===== src/rtl/demux1to8_3bits_buf.sv =====
// Registered 1-to-8 demultiplexer with a 1-entry valid/ack buffer per lane.
// Routes one WIDTH-bit word per cycle to the lane chosen by sel_i.
module demux1to8_3bits_buf #(
   parameter int unsigned WIDTH = 3
) (
   input  logic               clk,
   input  logic               rst_n,
   input  logic               in_valid_i,
   output logic               in_ready_o,
   input  logic [WIDTH-1:0]   in_data_i,
   input  logic [2:0]         sel_i,
   input  logic               flush_i,
   output logic [8*WIDTH-1:0] out_data_o,
   output logic [7:0]         out_valid_o,
   input  logic [7:0]         out_ack_i,
   output logic [3:0]         occupancy_o
);

   logic [7:0]         full_q, full_d;
   logic [8*WIDTH-1:0] data_q, data_d;
   logic [3:0]         occ_q, occ_d;
   logic               accept;

   // An ack in the same cycle frees the addressed lane for a new word.
   assign in_ready_o = !flush_i && (!full_q[sel_i] || out_ack_i[sel_i]);
   assign accept     = in_valid_i && in_ready_o;

   always_comb begin
      full_d = full_q & ~out_ack_i;
      data_d = data_q;
      if (accept) begin
         full_d[sel_i]                         = 1'b1;
         data_d[int'(sel_i) * WIDTH +: WIDTH] = in_data_i;
      end
      if (flush_i) begin
         full_d = '0;
      end
      occ_d = '0;
      for (int i = 0; i < 8; i++) begin
         occ_d = occ_d + 4'(full_d[i]);
      end
   end

   always_ff @(posedge clk or negedge rst_n) begin
      if (!rst_n) begin
         full_q <= '0;
         data_q <= '0;
         occ_q  <= '0;
      end else begin
         full_q <= full_d;
         data_q <= data_d;
         occ_q  <= occ_d;
      end
   end

   assign out_valid_o = full_q;
   assign out_data_o  = data_q;
   assign occupancy_o = occ_q;

endmodule

===== config.mk =====
export PLATFORM = sky130hd
export DESIGN_NAME = demux1to8_3bits_buf
export DESIGN_NICKNAME = d
export VERILOG_FILES = /design/src/rtl/demux1to8_3bits_buf.sv
export SDC_FILE = /design/constraint.sdc
export NUM_CORES = 1
export LEC_CHECK = 0
export BUFFER_PORTS_ARGS = -buffer_cell sky130_fd_sc_hd__buf_2
export CORE_MARGIN = 3
export CORE_UTILIZATION = 55
export CTS_CLUSTER_DIAMETER = 100
export DETAILED_ROUTE_END_ITERATION = 10
export PLACE_DENSITY_LB_ADDON = 0.2
export SLEW_MARGIN = 25
export SYNTH_ARGS = -nofsm -noshare
export SYNTH_HDL_FRONTEND = slang
export SYNTH_SLANG_ARGS = --single-unit
export TNS_END_PERCENT = 1

===== constraint.sdc =====
create_clock -name clk -period 7 [get_ports clk]
set_clock_uncertainty 0.2 [all_clocks]
set_input_delay 0.7 -clock clk [delete_from_list [all_inputs] [get_ports clk]]
set_output_delay 0.7 -clock clk [all_outputs]
set_load 0.05 [all_outputs]

==> impl_metrics.json <==
{
  "cts_made_buffers": 5,
  "clk_path_buf_depth": 2,
  "wirelength_um": 4120,
  "cpMostUsedCell": "fa_1",
  "ys_seq_elements": 36,
  "cts_resized": 0,
  "ff_latch_area_um2": 900.9,
  "r2r_slack_ps": 2610,
  "ys_warn_count": 0,
  "cts.htree.levels": 2,
  "root_buffer": "clkbuf_4",
  "portBuffers": 54,
  "synth_ff_type": "dfrtp_1",
  "power_mw": 0.5893,
  "cpPeakStageDelay_ps": 660,
  "worstPathArrival_ps": 4730,
  "grt.overflow.total": 0,
  "synth-edff-count": 0,
  "grt_pass1_wl_um": 6851,
  "worst_path_max_delay_cell": "mux4_1",
  "grt_max_degree": 37,
  "syn_area_per_cell_um2": 12.80,
  "maxCapViolations": 0,
  "drc": 0,
  "dp_cells": 248,
  "antenna_found_initial": 0,
  "syn_inst": 153,
  "io_pins": 55,
  "coreArea_um2": 3390,
  "finalHoldViolCount": 0,
  "drt_iter0_markers": 81,
  "crit_chain": "buf_2 -> mux4_1 -> mux2i_4 -> o2111ai_1 -> a21oi_1 -> fa_1 -> inv_1 -> fa_1 -> fa_1 -> inv_1 -> ha_1 -> inv_1 -> fa_1 -> xnor2_1",
  "track_usage_pct": 21.21,
  "area_delta_synth_final_pct": 18.08,
  "fin_crit_sh_pct": 67.04,
  "worst_ir_drop_vdd_v": 0.0001964,
  "die_y_um": 65.67,
  "dp_slack_ps": 1955,
  "end_kind": "flop",
  "start_kind": "input pin",
  "drv_slew": 0,
  "globalplace.congestion": 0.8559,
  "p_leak_nw": 1.199,
  "first_global_vias": 1434,
  "clk_pin_slew_ps": 100,
  "setup-violations-final": 0,
  "clkLatencyLatePin_ps": 340,
  "rsz0062_at_grt": "no",
  "hold_buffers": 0,
  "wl_per_cell_um": 16.16,
  "syn_area_um2": 1958,
  "tritoncts": "built",
  "dieArea_um2": 4312,
  "critPathRequiredTime_ps": 7030,
  "path_max_fanout": 17,
  "hp-class": "in -> async",
  "std_cell_rows": 21,
  "tns_ps": 0,
  "power.density_nw_per_um2": 254.9,
  "critical_path_class": "in -> reg",
  "num-fill-cells": 268,
  "post-route-util_pct": 68.22,
  "viasPerCell": 5.698,
  "cts_setup_buffers": 0,
  "status": "finished, final reports clean",
  "postSynthNetCount": 181,
  "layout_common_cells": "buf_2, dfrtp_1, mux2_2",
  "first_pass_iters": 4,
  "setup_ws_ps": 2307,
  "tightest_slew_ps": 782.2,
  "stdcell_count": 255,
  "fmax_mhz": 213.1,
  "dp_hpwl_um": 3182,
  "ant_nets": 0,
  "synth_async_sr_flop_share_pct": 100.0,
  "n_antenna_cell": 0,
  "final_nets": 237,
  "die_x_um": 65.67,
  "vias": 1453,
  "slew_headroom_pct": 47.85,
  "period_minus_slack_ps": 4693,
  "synth_cell_types": 35,
  "initial_utilization_pct": 57.77,
  "final_layout_size_suffix_gt1_share_pct": 43.54,
  "ys_seq_area_share_pct": 46.01,
  "cts.sinks": 36,
  "multi_input_area_um2": 980.9,
  "layout_commonest_cell": "buf_2",
  "reg2reg_depth": 13
}
==> metal layers <==
metal | wire length (um) | global-route usage (%)
met2 | 2036 | 32.42
met4 | 58 | 9.326
met1 | 1807 | 28.92
met3 | 218 | 4.615
met5 | 0 | 0
==> sequential cells by signal, indices dropped and copies added (netlist names) <==
name / cells
out_data_o: 24
occupancy_o: 4
out_valid_o: 8
==> cells in the mapped netlist, drive strengths merged, types with 3 or more instances <==
library cell / count / area, um2
fa: 4 / 80.08
mux2: 25 / 285.3
dfrtp: 36 / 900.9
inv: 9 / 33.78
nand2b: 8 / 50.05
o21ai: 3 / 15.01
ha: 6 / 75.07
and3: 3 / 18.77
mux4: 4 / 101.4
and2: 3 / 18.77
a21o: 4 / 30.03
buf: 4 / 35.03
a21oi: 9 / 45.04
nor2: 6 / 22.52
o2111ai: 5 / 50.04
o211ai: 8 / 73.82
==> power by group <==
group / switching, mW / internal (mW)
sequential: 0.0148 / 0.238
combinational: 0.159 / 0.0566
clock: 0.0642 / 0.0569
==> stage by stage <==
stage          area, um2  hold slack (ps)
2_1_floorplan       1958            204.4
3_3_place_gp        2247            283.2
3_5_place_dp        2247            288.5
4_1_cts             2312            241.4
5_1_grt             2312            276.2
6_report            2312            224.5
==> kinds of logic (layout without fill, tap and decap cells) <==
family,count (synthesis),in the layout,synth area share [%]
flip-flops,36,36,46.01
multiplexers,30,30,20.89
AND/OR/NAND/NOR,30,30,9.010
AO/OA/AOI/OAI,29,29,10.93
buffers and inverters,15,71,3.897
adder cells (fa/ha/maj),10,10,7.923
XOR/XNOR,3,3,1.342
==> final cells by class <==
type,instances,share of cell area (%)
timing repair buffer,54,11.69
sequential,36,38.96
inverter,10,1.623
multi-input combinational,102,42.42
clock buffer,7,2.814
tap,46,2.489
==> worst max-delay path: cells and delay by family <==
family                     cells  cell delay [ps]
buffers and inverters          4              470
xor gates and xnor gates       1              130
adders and majority gates      5             1820
muxes                          2             1160
AOI/OAI and AO/OA              2              440
==> path summary, 6_finish.rpt <==
kind	from	to
setup / recovery	sel_i[0]	occupancy_o[2]
hold / removal	rst_n	out_data_o[23]
setup reg to reg	out_valid_o[3]	occupancy_o[2]
hold reg to reg	out_data_o[4]	out_data_o[4]
max in group asynchronous	rst_n	out_valid_o[6]
min in group clk	out_data_o[4]	out_data_o[4]
Note: power is estimated with default switching activity, not from simulation.
